## config.mk

```make
export PLATFORM = sky130hd
export DESIGN_NAME = fpu_resp_collector
export DESIGN_NICKNAME = d
export VERILOG_FILES = /design/src/rtl/fpu_pkg.sv /design/src/rtl/fpu_resp_fifo.sv /design/src/rtl/fpu_resp_collector.sv
export SDC_FILE = /design/constraint.sdc
export NUM_CORES = 1
export LEC_CHECK = 0
export ABC_CLOCK_PERIOD_IN_PS = 5000
export CAP_MARGIN = 20
export CORE_ASPECT_RATIO = 0.75
export CORE_MARGIN = 3
export CORE_UTILIZATION = 36
export CTS_BUF_LIST = sky130_fd_sc_hd__clkbuf_4 sky130_fd_sc_hd__clkbuf_8
export DETAILED_ROUTE_END_ITERATION = 6
export PLACE_DENSITY = 0.66
export SYNTH_ARGS = -nofsm -noshare
export SYNTH_HDL_FRONTEND = slang
export SYNTH_HIERARCHICAL = 1
export SYNTH_SLANG_ARGS = --single-unit
```

## constraint.sdc

```tcl
create_clock -name clk -period 5 [get_ports clk]
set_input_delay 1 -clock clk [delete_from_list [all_inputs] [get_ports clk]]
set_output_delay 1 -clock clk [all_outputs]
set_load 0.05 [all_outputs]
```

## src/rtl/fpu_pkg.sv

```systemverilog
// fpu_pkg: types and constants shared by the FPU response collector.
//   fpu_resp_t        - captured response, {flags, result}
//   FLG_*             - bit positions inside the 8-bit FPU flag vector
//   collector_state_e - collector control states
package fpu_pkg;

  localparam int FPU_DATA_W = 32;

  localparam int FLG_INF  = 7;
  localparam int FLG_SNAN = 6;
  localparam int FLG_QNAN = 5;
  localparam int FLG_INE  = 4;
  localparam int FLG_OVF  = 3;
  localparam int FLG_UNF  = 2;
  localparam int FLG_ZERO = 1;
  localparam int FLG_DBZ  = 0;

  typedef struct packed {
    logic [7:0]            flags;
    logic [FPU_DATA_W-1:0] result;
  } fpu_resp_t;

  typedef enum logic [1:0] {
    RUN   = 2'd0,
    DRAIN = 2'd1,
    DONE  = 2'd2
  } collector_state_e;

endpackage

```

## src/rtl/fpu_resp_fifo.sv

```systemverilog
// fpu_resp_fifo: synchronous first-word-fall-through FIFO.
//   clk, reset  - clock, synchronous active-high reset (pointers/count only)
//   push, wdata - write strobe and data; ignored when full
//   pop         - consume head; ignored when empty
//   rdata       - head entry, valid whenever empty is low
//   count       - entries held; full / empty status
module fpu_resp_fifo #(
  parameter  int WIDTH = 40,
  parameter  int DEPTH = 8,
  localparam int AW    = $clog2(DEPTH),
  localparam int CW    = $clog2(DEPTH + 1)
) (
  input  logic             clk,
  input  logic             reset,
  input  logic             push,
  input  logic [WIDTH-1:0] wdata,
  input  logic             pop,
  output logic [WIDTH-1:0] rdata,
  output logic [CW-1:0]    count,
  output logic             full,
  output logic             empty
);

  logic [WIDTH-1:0] mem_q [DEPTH];
  logic [AW-1:0]    wr_ptr_q, wr_ptr_d;
  logic [AW-1:0]    rd_ptr_q, rd_ptr_d;
  logic [CW-1:0]    count_q, count_d;
  logic             do_push, do_pop;

  assign full    = (count_q == CW'(DEPTH));
  assign empty   = (count_q == '0);
  assign do_push = push & ~full;
  assign do_pop  = pop & ~empty;
  assign rdata   = mem_q[rd_ptr_q];
  assign count   = count_q;

  // Pointers wrap naturally because DEPTH is a power of two.
  always_comb begin
    wr_ptr_d = wr_ptr_q + AW'(do_push);
    rd_ptr_d = rd_ptr_q + AW'(do_pop);
    count_d  = count_q + CW'(do_push) - CW'(do_pop);
  end

  always_ff @(posedge clk) begin
    if (reset) begin
      wr_ptr_q <= '0;
      rd_ptr_q <= '0;
      count_q  <= '0;
    end else begin
      wr_ptr_q <= wr_ptr_d;
      rd_ptr_q <= rd_ptr_d;
      count_q  <= count_d;
    end
  end

  // Storage carries data only; it is never reset.
  always_ff @(posedge clk) begin
    if (do_push) mem_q[wr_ptr_q] <= wdata;
  end

endmodule

```

## src/rtl/fpu_resp_collector.sv

```systemverilog
// fpu_resp_collector: tracks FPU issues, captures {flags, result} FPU_LATENCY
// cycles later into a credit-protected FIFO and drains it at end-of-message.
//   clk, reset            - clock, synchronous active-high reset
//   issue_valid/ready     - operation issue handshake toward the FPU
//   eom                   - end of message level; starts the drain
//   fpu_out, fpu_flags    - FPU result and flag vector, sampled on capture
//   resp_valid/ready/data - response stream, {flags, result}
//   in_flight, fifo_count - outstanding issues / buffered responses
//   done                  - drain finished, held until reset
//   proto_err             - sticky: issue attempted while not ready
module fpu_resp_collector
  import fpu_pkg::*;
#(
  parameter  int DATA_WIDTH  = 32,
  parameter  int FPU_LATENCY = 4,
  parameter  int DEPTH       = 8,
  localparam int CW          = $clog2(DEPTH + 1),
  localparam int RW          = DATA_WIDTH + 8
) (
  input  logic                  clk,
  input  logic                  reset,
  input  logic                  issue_valid,
  output logic                  issue_ready,
  input  logic                  eom,
  input  logic [DATA_WIDTH-1:0] fpu_out,
  input  logic [7:0]            fpu_flags,
  output logic                  resp_valid,
  input  logic                  resp_ready,
  output logic [RW-1:0]         resp_data,
  output logic [CW-1:0]         in_flight,
  output logic [CW-1:0]         fifo_count,
  output logic                  done,
  output logic                  proto_err
);

  collector_state_e       state_q, state_d;
  logic [FPU_LATENCY-1:0] dl_q, dl_d;
  logic [CW-1:0]          in_flight_q, in_flight_d;
  logic                   proto_err_q, proto_err_d;

  logic [CW-1:0] fifo_cnt, fifo_cnt_nxt;
  logic [RW-1:0] fifo_rdata;
  logic          fifo_full, fifo_empty;
  logic          acc, capture, push, pop;
  logic [CW:0]   occupancy;

  // Credits: every outstanding issue owns a FIFO slot, so a capture always
  // finds room. Depends only on registered state and reset.
  assign occupancy   = {1'b0, in_flight_q} + {1'b0, fifo_cnt};
  assign issue_ready = (state_q == RUN) & ~reset & (occupancy < (CW+1)'(DEPTH));
  assign acc         = issue_valid & issue_ready;

  // Token leaving the last delay stage marks the edge the FPU result is valid.
  assign capture = dl_q[FPU_LATENCY-1] & ~reset;
  assign push    = capture & ~fifo_full;
  assign pop     = resp_valid & resp_ready;

  generate
    if (FPU_LATENCY == 1) begin : g_dl1
      assign dl_d = acc;
    end else begin : g_dln
      assign dl_d = {dl_q[FPU_LATENCY-2:0], acc};
    end
  endgenerate

  fpu_resp_fifo #(
    .WIDTH (RW),
    .DEPTH (DEPTH)
  ) u_fifo (
    .clk   (clk),
    .reset (reset),
    .push  (push),
    .wdata ({fpu_flags, fpu_out}),
    .pop   (pop),
    .rdata (fifo_rdata),
    .count (fifo_cnt),
    .full  (fifo_full),
    .empty (fifo_empty)
  );

  // Next-cycle counts let DONE be entered on the same edge the work empties.
  always_comb begin
    in_flight_d  = in_flight_q + CW'(acc) - CW'(capture);
    fifo_cnt_nxt = fifo_cnt + CW'(push) - CW'(pop & ~fifo_empty);
    proto_err_d  = proto_err_q | (issue_valid & ~issue_ready);
    state_d      = state_q;
    case (state_q)
      RUN:     if (eom) state_d = DRAIN;
      DRAIN:   if (in_flight_d == '0 && fifo_cnt_nxt == '0) state_d = DONE;
      DONE:    state_d = DONE;
      default: state_d = RUN;
    endcase
  end

  always_ff @(posedge clk) begin
    if (reset) begin
      state_q     <= RUN;
      dl_q        <= '0;
      in_flight_q <= '0;
      proto_err_q <= 1'b0;
    end else begin
      state_q     <= state_d;
      dl_q        <= dl_d;
      in_flight_q <= in_flight_d;
      proto_err_q <= proto_err_d;
    end
  end

  // Every output reads zero while reset is held.
  assign resp_valid = ~fifo_empty & ~reset;
  assign resp_data  = reset ? '0 : fifo_rdata;
  assign in_flight  = reset ? '0 : in_flight_q;
  assign fifo_count = reset ? '0 : fifo_cnt;
  assign done       = (state_q == DONE) & ~reset;
  assign proto_err  = proto_err_q & ~reset;

endmodule

```

# [Word level (Yosys, flattened, before mapping)]
# Memory sizes are Yosys's and may differ from the RTL's. A register that Yosys moved wholly into a read port is not among the register bits.
# Index checks and enable logic that the tools add are counted.
[word_totals] word_cells=57 ram_bits=320 reg_bits=21 mem_count=1 output_inout_bits=52 in_bits=45
[mem_list] memory="u_fifo.mem_q" depth=8 width=40 rd=1 rd_ports_with_merged_regs=1 wr=1 line_no="fpu_resp_fifo.sv:24" source="logic [WIDTH-1:0] mem_q [DEPTH];"
[classes] n_reduce_logical=6 n_mux=9 eq_ne=5 n_addsub=9 bitwise=19 magnitude_cmp=1
[op_table] cell="40-bit 2-to-1 mux" n=1
[op_table] cell="4-bit by 1-bit adder with 4-bit output" n=3
[op_table] cell="1-bit bitwise AND" n=12
[op_table] cell="4-bit zero test" n=3
[op_table] cell="4-bit 2-to-1 mux" n=2
[op_table] cell="4-bit by 1-bit subtractor with 4-bit output" n=2
[op_table] cell="3-bit by 1-bit adder with 3-bit output" n=2
[op_table] cell="2-bit case mux with 3 select lines" n=1
[op_table] cell="4-bit by 4-bit adder with 5-bit output" n=1
[op_table] cell="5-bit by 4-bit < comparator with 1-bit output (second input constant)" n=1
[op_table] cell="1-bit by 4-bit bitwise AND with 4-bit output" n=1
[op_table] cell="4-bit == test (second input constant)" n=1
[op_table] cell="2-bit 2-to-1 mux" n=2
[op_table] cell="2-bit inequality test (second input constant)" n=2
[op_table] cell="1-bit inverter" n=4
[op_table] cell="1-bit inverter with 4-bit output" n=1
[op_table] cell="4-bit subtractor" n=1
[op_table] cell="3-bit 2-to-1 mux" n=1
[op_table] cell="2-bit by 1-bit == test with 1-bit output (second input constant)" n=1
[op_table] cell="2-bit == test (second input constant)" n=1
[op_table] cell="2-bit zero test" n=1
[op_table] cell="1-bit 2-to-1 mux" n=2
[op_table] cell="2-bit AND reduction" n=1
[op_table] cell="1-bit logical AND" n=1
[op_table] cell="1-bit OR" n=1

# [Longest topological paths before layout]
# Gate-level depths: netlist of the first run.
[logic_depth] ltp_word=10 ltp_mapped=15

# [Hierarchy]
# The synthesis of the first run kept the hierarchy.
[by_module_without_submodules] mod="fpu_resp_fifo" cells_each=526 instances=1 area_per_inst_um2=12884.9 seq_area_each_um2=9809.4
[by_module_without_submodules] mod="fpu_resp_collector" cells_each=140 instances=1 area_per_inst_um2=1097.3 seq_area_each_um2=220.2

# [Least setup slack after synthesis of the first run]
# No wires, ideal clock.
[synth_path] kind="input -> register" start="input port reset" end="memory u_fifo.mem_q[0][0], enable pin" slack_ns=0.150 required_time_ns=4.513 t_arrival_ns=4.363 path_stages=6 path_cell_list="clkbuf_1 nor2b_1 nand2b_1 inv_1 nand3b_1 nor3_1"
[synth_via] elab_chain_len=6
[synth_lines] item="start: declaration" line_no="fpu_resp_collector.sv:21" source="input logic reset,"
[synth_lines] item="1-bit inverter" line_no="fpu_resp_collector.sv:54" source="assign capture = dl_q[FPU_LATENCY-1] & ~reset;"
[synth_lines] item="1-bit bitwise AND" line_no="fpu_resp_collector.sv:54"
[synth_lines] item="1-bit bitwise AND" line_no="fpu_resp_collector.sv:55" source="assign push = capture & ~fifo_full;"
[synth_lines] item="net push" line_no="fpu_resp_collector.sv:44" source="logic acc, capture, push, pop;"
[synth_lines] item="1-bit bitwise AND" line_no="fpu_resp_fifo.sv:32" source="assign do_push = push & ~full;"
[synth_lines] item="1-bit 2-to-1 mux" line_no="fpu_resp_fifo.sv:58" source="if (do_push) mem_q[wr_ptr_q] <= wdata;"
[synth_lines] item="1-bit 2-to-1 mux (not written as such)" line_no="fpu_resp_fifo.sv:58"
[synth_lines] item="end: declaration" line_no="fpu_resp_fifo.sv:24"
# The timed path passes the listed nets, and every way through them passes these cells.

==> results.json, run 1 <==
{
  "outcome": "completed",
  "yosysWarnings": 6,
  "ys.flop_type": "edfxtp_1",
  "ys_ff_latch": 341,
  "final_cell_mix": "edfxtp_1, clkdlybuf4s50_1, mux4_1, nor2b_1, clkbuf_8",
  "vias": 6589,
  "synth_area_per_cell_um2": 21.0,
  "critPathMaxStageDelay_ns": 0.73,
  "crit_type": "flip-flop to primary output",
  "critical_path.max_fanout": 23,
  "start_util": 0.371,
  "endpoint_kind": "primary output",
  "clkTransAtPathRegs_ns": 0.06,
  "syn2layout_area_growth_pct": 19.6,
  "instances_no_fill": 1347,
  "clkLatencyLatePin_ns": 0.59,
  "synth-edff-count": 320,
  "max-vdd-ir-drop_mv": 0.205,
  "cts_tree": "done",
  "drcViolationCount": 0,
  "netlist_area_um2": 14000,
  "finalClockSkew_ns": 0.0329,
  "cp.arrival_ns": 3.34,
  "cp_data_required_time_ns": 4.00,
  "portBuffers": 96,
  "cp_slowest_cell": "clkdlybuf4s50_1",
  "htreeDepth": 2,
  "boundaryPins": 97,
  "cap_violations": 0,
  "post_cts_resized": 0,
  "min_path_type": "flip-flop to flip-flop",
  "detail-route-antenna-nets": 0,
  "worstPathCellList": "buf_4 > mux4_1 > mux2_2 > nor2b_1 > clkdlybuf4s50_1",
  "yosysSeqAreaShare": 0.717,
  "synth_area_leaders": "edfxtp_1, mux4_1, mux2_2, dfxtp_1, nor2b_1",
  "diodes": 0,
  "first_iter_violations": 363,
  "die_w_um": 234,
  "worst_pin_slew_ns": 0.808,
  "grt-ovfl-total": 0,
  "cts_setup_buffers": 0,
  "num_rows": 61,
  "fin_crit_ns": 4.34,
  "fin_setup_tns_ns": 0,
  "cts_buffers": 52,
  "grt_pass1_vias": 6946,
  "root_buffer": "clkbuf_8",
  "core-area_um2": 37700,
  "powerDensity_nw_per_um2": 347,
  "rsz0062_at_grt": "no",
  "slew_headroom": 0.460,
  "hold_viol": 0,
  "placedCellCount": 1256,
  "first_pass_iters": 4,
  "final_common_cell": "edfxtp_1",
  "startpoint_type": "flip-flop",
  "nets": 879,
  "ctsLongestPathBuffers": 3,
  "dpl.hpwl_mm": 16.0,
  "drv_slew": 0,
  "finalCritPeriodShare": 0.867,
  "gr-usage-all-layers": 0.138,
  "cts_hold_buf": 0,
  "die_y_um": 177,
  "grt_start_max_net_pins": 60,
  "wl_per_cell_um": 20.7,
  "setup_viol": 0,
  "grt_pass1_wl_mm": 42.3,
  "max_clock_freq_mhz": 231,
  "synth.distinct_cells": 35,
  "synth_cells": 666,
  "gp_congestion": 0.722,
  "p_leak_nw": 5.47,
  "synth_top_area_cell": "edfxtp_1",
  "cts_sinks": 341,
  "dieArea_um2": 41300,
  "async_reset_ff_frac": 0,
  "post_route_cells_drive_above_1_share": 0.187,
  "yosysTopAreaCellShare": 0.687,
  "via_per_inst": 4.89,
  "finalWirelength_mm": 27.8,
  "synth_nets": 739,
  "antenna_found_initial": 3
}
cells by family after synthesis:
| kind of cell | count (synthesis) | synth area share |
|---|---|---|
| AOI/OAI and AO/OA | 15 | 0.00725 |
| xor gates and xnor gates | 7 | 0.00438 |
| adders and majority gates | 28 | 0.0267 |
| buffers and inverters | 50 | 0.0183 |
| DFF | 341 | 0.717 |
| muxes | 120 | 0.183 |
| and+or+nand+nor | 105 | 0.0435 |
registers in the layout, indices dropped and copies added, names as in the netlist:
register	flops
u_fifo/wr_ptr_q	3
state_q	2
u_fifo/rd_ptr_q	3
dl_q	4
in_flight_q	4
u_fifo/mem_q	320
proto_err_q	1
u_fifo/count	4
routing by layer:
| layer | global-route usage | vias up | share of wire |
|---|---|---|---|
| li1 | - | 3024 | - |
| met1 | 0.197 | 3363 | 0.47 |
| met2 | 0.210 | 149 | 0.45 |
| met3 | 0.0344 | 47 | 0.059 |
| met4 | 0.0398 | 6 | 0.017 |
| met5 | 0 | - | 0.0019 |
synthesized netlist by cell type, types with 2 or more instances:
library cell  instances
nand2_1               3
nand2b_1              6
a21o_1                2
a21oi_1               7
nor3_1                2
edfxtp_1            320
o21ai_0               2
mux2_2               40
xnor2_1               5
dfxtp_1              21
or3_1                 2
xor2_1                2
a31o_2                2
nor4_1                2
buf_1                 2
buf_6                 9
and2_1                3
ha_1                 25
nor2b_1              58
clkbuf_1             18
mux4_1               80
fa_1                  3
nand3_1               6
nor2_1               17
inv_1                19
layout make-up:
cell class / instances / area, µm²
Clock inverter: 22 / 175
Clock buffer: 69 / 850
Tap cell: 504 / 631
Fill cell: 3310 / 21000
Timing Repair Buffer: 116 / 1200
Inverter: 20 / 75.1
Sequential cell: 341 / 10000
Multi-Input combinational cell: 275 / 3750
critical path, delay by kind of cell, from the launching register on:
| family | cells | cell delay [ns] |
|---|---|---|
| buf+inv | 2 | 1.10 |
| mux | 2 | 0.92 |
| flops | 1 | 0.59 |
| simple gates | 1 | 0.14 |
path summary, 6_finish.rpt:
path	start	to	slack (ns)	cells past startpoint
worst max-delay path	u_fifo/rd_ptr_q[1]	resp_data[31]	0.66	5
worst min-delay path	dl_q[2]	dl_q[3]	0.44	1
worst max register to register	u_fifo/count[3]	state_q[0]	1.63	15
worst min register to register	dl_q[2]	dl_q[3]	0.44	1
through the flow:
| step | total power, mW | cell area [µm²] | utilization | worst slack (ns) | hold WS [ns] |
|---|---|---|---|---|---|
| after floorplan | 3.44 | 14000 | - | 0.150 | 0.414 |
| after global placement | 3.58 | 15700 | 0.416 | 0.987 | 0.424 |
| after detailed placement | 3.58 | 15700 | 0.416 | 0.939 | 0.433 |
| after CTS | 5.89 | 16700 | 0.443 | 0.570 | 0.445 |
| after global routing | 6.05 | 16700 | 0.443 | 0.506 | 0.461 |
| final | 5.80 | 16700 | 0.443 | 0.663 | 0.442 |
report_power, final:
part	leakage, nW	total [mW]	internal, mW	switching (mW)
Sequential	3.05	3.16	3.14	0.0166
Clock	0.543	2.28	1.26	1.02
Combinational	1.88	0.361	0.145	0.216
Total	5.47	5.80	4.55	1.25
Power figures use the tool's default switching activity.
==> run 2, diff against run 1 <==
GPL_TIMING_DRIVEN = 0   (was unset)
==> run 2 against run 1 <==
Against the previous run: fmax shrank 4.8%; via count rose by 2.9%; core utilization rose by 0.81 points; die area is the same; critical path depth did not move; setup slack worse by 0.22 ns; critical endpoint is now resp_data[21]; largest power group unchanged.
==> results.json, run 2 (synthesized netlist as in run 1, its figures left out) <==
{
  "setup_viol": 0,
  "htreeDepth": 2,
  "max_clock_freq_mhz": 220,
  "cpLargestDelayFamily": "buffers and inverters",
  "cap_violations": 0,
  "post_cts_resized": 0,
  "fill_cells": 3220,
  "p_leak_nw": 5.59,
  "boundaryPins": 97,
  "min_path_type": "flip-flop to flip-flop",
  "crit_type": "input port to primary output",
  "finalClockSkew_ns": 0.0407,
  "grt_start_max_net_pins": 25,
  "syn2layout_area_growth_pct": 21.7,
  "dpl_worst_slack_ns": 0.401,
  "placedCellCount": 1285,
  "clkTransAtPathRegs_ns": 0.07,
  "final_common_cell": "edfxtp_1",
  "root_buffer": "clkbuf_8",
  "total_power_mw": 5.85,
  "hold_viol": 0,
  "max-vdd-ir-drop_mv": 0.162,
  "fin_crit_ns": 4.55,
  "use_met3": 0.0346,
  "start_util": 0.371,
  "die_y_um": 177,
  "whs_ns": 0.432,
  "instances_no_fill": 1382,
  "gr-usage-all-layers": 0.143,
  "portBuffers": 96,
  "drv_slew": 0,
  "outcome": "completed",
  "finalCritPeriodShare": 0.911,
  "dieArea_um2": 41300,
  "first_pass_iters": 4,
  "antenna_found_initial": 4,
  "via_per_inst": 4.91,
  "critical_path.max_fanout": 10,
  "die_w_um": 234,
  "num_rows": 61,
  "detail-route-antenna-nets": 0,
  "powerDensity_nw_per_um2": 344,
  "cts_tree": "done",
  "fin_util": 0.451,
  "endpoint_kind": "primary output",
  "top_usage_layer": "met2",
  "cts_buffers": 52,
  "cts_setup_buffers": 0,
  "diodes": 0,
  "setup_slack_ns": 0.446,
  "worstPathCellList": "clkdlybuf4s50_1 > clkbuf_1 > clkbuf_1 > nor2b_1 > clkdlybuf4s50_1",
  "grt-ovfl-total": 0,
  "cp.arrival_ns": 3.55,
  "dpl.hpwl_mm": 18.7,
  "grtUsageMet2": 0.221,
  "use_met1": 0.208,
  "critPathBufInv": 4,
  "finalWirelength_mm": 29.4,
  "cts_sinks": 341,
  "nets": 908,
  "drcViolationCount": 0,
  "first_iter_violations": 522,
  "rsz0062_at_grt": "no",
  "wl_per_cell_um": 21.3,
  "cp_slowest_cell": "clkdlybuf4s50_1",
  "startpoint_type": "input port",
  "slew_headroom": 0.452,
  "final_cell_mix": "edfxtp_1, clkdlybuf4s50_1, mux4_1, nor2b_1, clkbuf_8",
  "ctsLongestPathBuffers": 3,
  "core-area_um2": 37700,
  "regMostFlops": "u_fifo/mem_q",
  "critPathMaxStageDelay_ns": 0.76,
  "post_route_cells_drive_above_1_share": 0.194,
  "cts_hold_buf": 0,
  "grt_pass1_wl_mm": 43.9,
  "cp_data_required_time_ns": 4.00,
  "largest_reg_flops": 320,
  "gp_congestion": 0.759,
  "worst_pin_slew_ns": 0.822,
  "clkLatencyLatePin_ns": 0.60,
  "grt_pass1_vias": 7072,
  "vias": 6783
}
==> run 2: path summary, 6_finish.rpt <==
| path | startpoint | cells past startpoint | endpoint | slack (ns) |
|---|---|---|---|---|
| setup / recovery | reset | 5 | resp_data[21] | 0.45 |
| hold / removal | dl_q[1] | 1 | dl_q[2] | 0.43 |
| hold reg to reg | dl_q[1] | 1 | dl_q[2] | 0.43 |
| setup reg to reg | u_fifo/count[3] | 15 | state_q[1] | 1.44 |
==> run 2: cell type report <==
class / instances / area [µm²] / area share
well taps: 504 / 631 / 0.0370
clock inverters: 22 / 173 / 0.0101
repair buffers: 115 / 1290 / 0.0756
flip-flops and latches: 341 / 10000 / 0.589
plain buffers: 30 / 181 / 0.0107
inverters: 20 / 75.1 / 0.00441
clock buffers: 75 / 895 / 0.0526
multi-input cells: 275 / 3750 / 0.220
==> run 2: worst reg2reg max path, stage by stage, from the launching register on <==
cell	delay, ns
dfxtp_1	0.44
ha_1	0.28
nor4_1	0.26
nand2_1	0.08
a21oi_1	0.19
and2_1	0.26
inv_2	0.04
ha_1	0.27
inv_1	0.04
ha_1	0.21
fa_1	0.49
nor4_1	0.25
nand4_1	0.14
a221oi_2	0.27
o21ai_0	0.12
a21oi_1	0.15
==> run 2: routing by layer <==
layer  vias to the layer above  part of all wire
met3                        41             0.064
met2                       205              0.46
met1                      3442              0.47
met5                         -            0.0018
li1                       3087                 -
met4                         8             0.010
==> run 2: per-stage QoR <==
step	TNS, ns	area (µm²)
finish	0	17000
global placement	-648.49	15600
global route	0	17000
detailed placement	0	16000
floorplan	0	14000
CTS	0	17000
==> run 2: power by group <==
part	internal (mW)	total, mW	leakage [nW]	switching (mW)
combinational	0.146	0.370	1.99	0.224
clock	1.27	2.33	0.560	1.06
sequential	3.14	3.16	3.05	0.0137
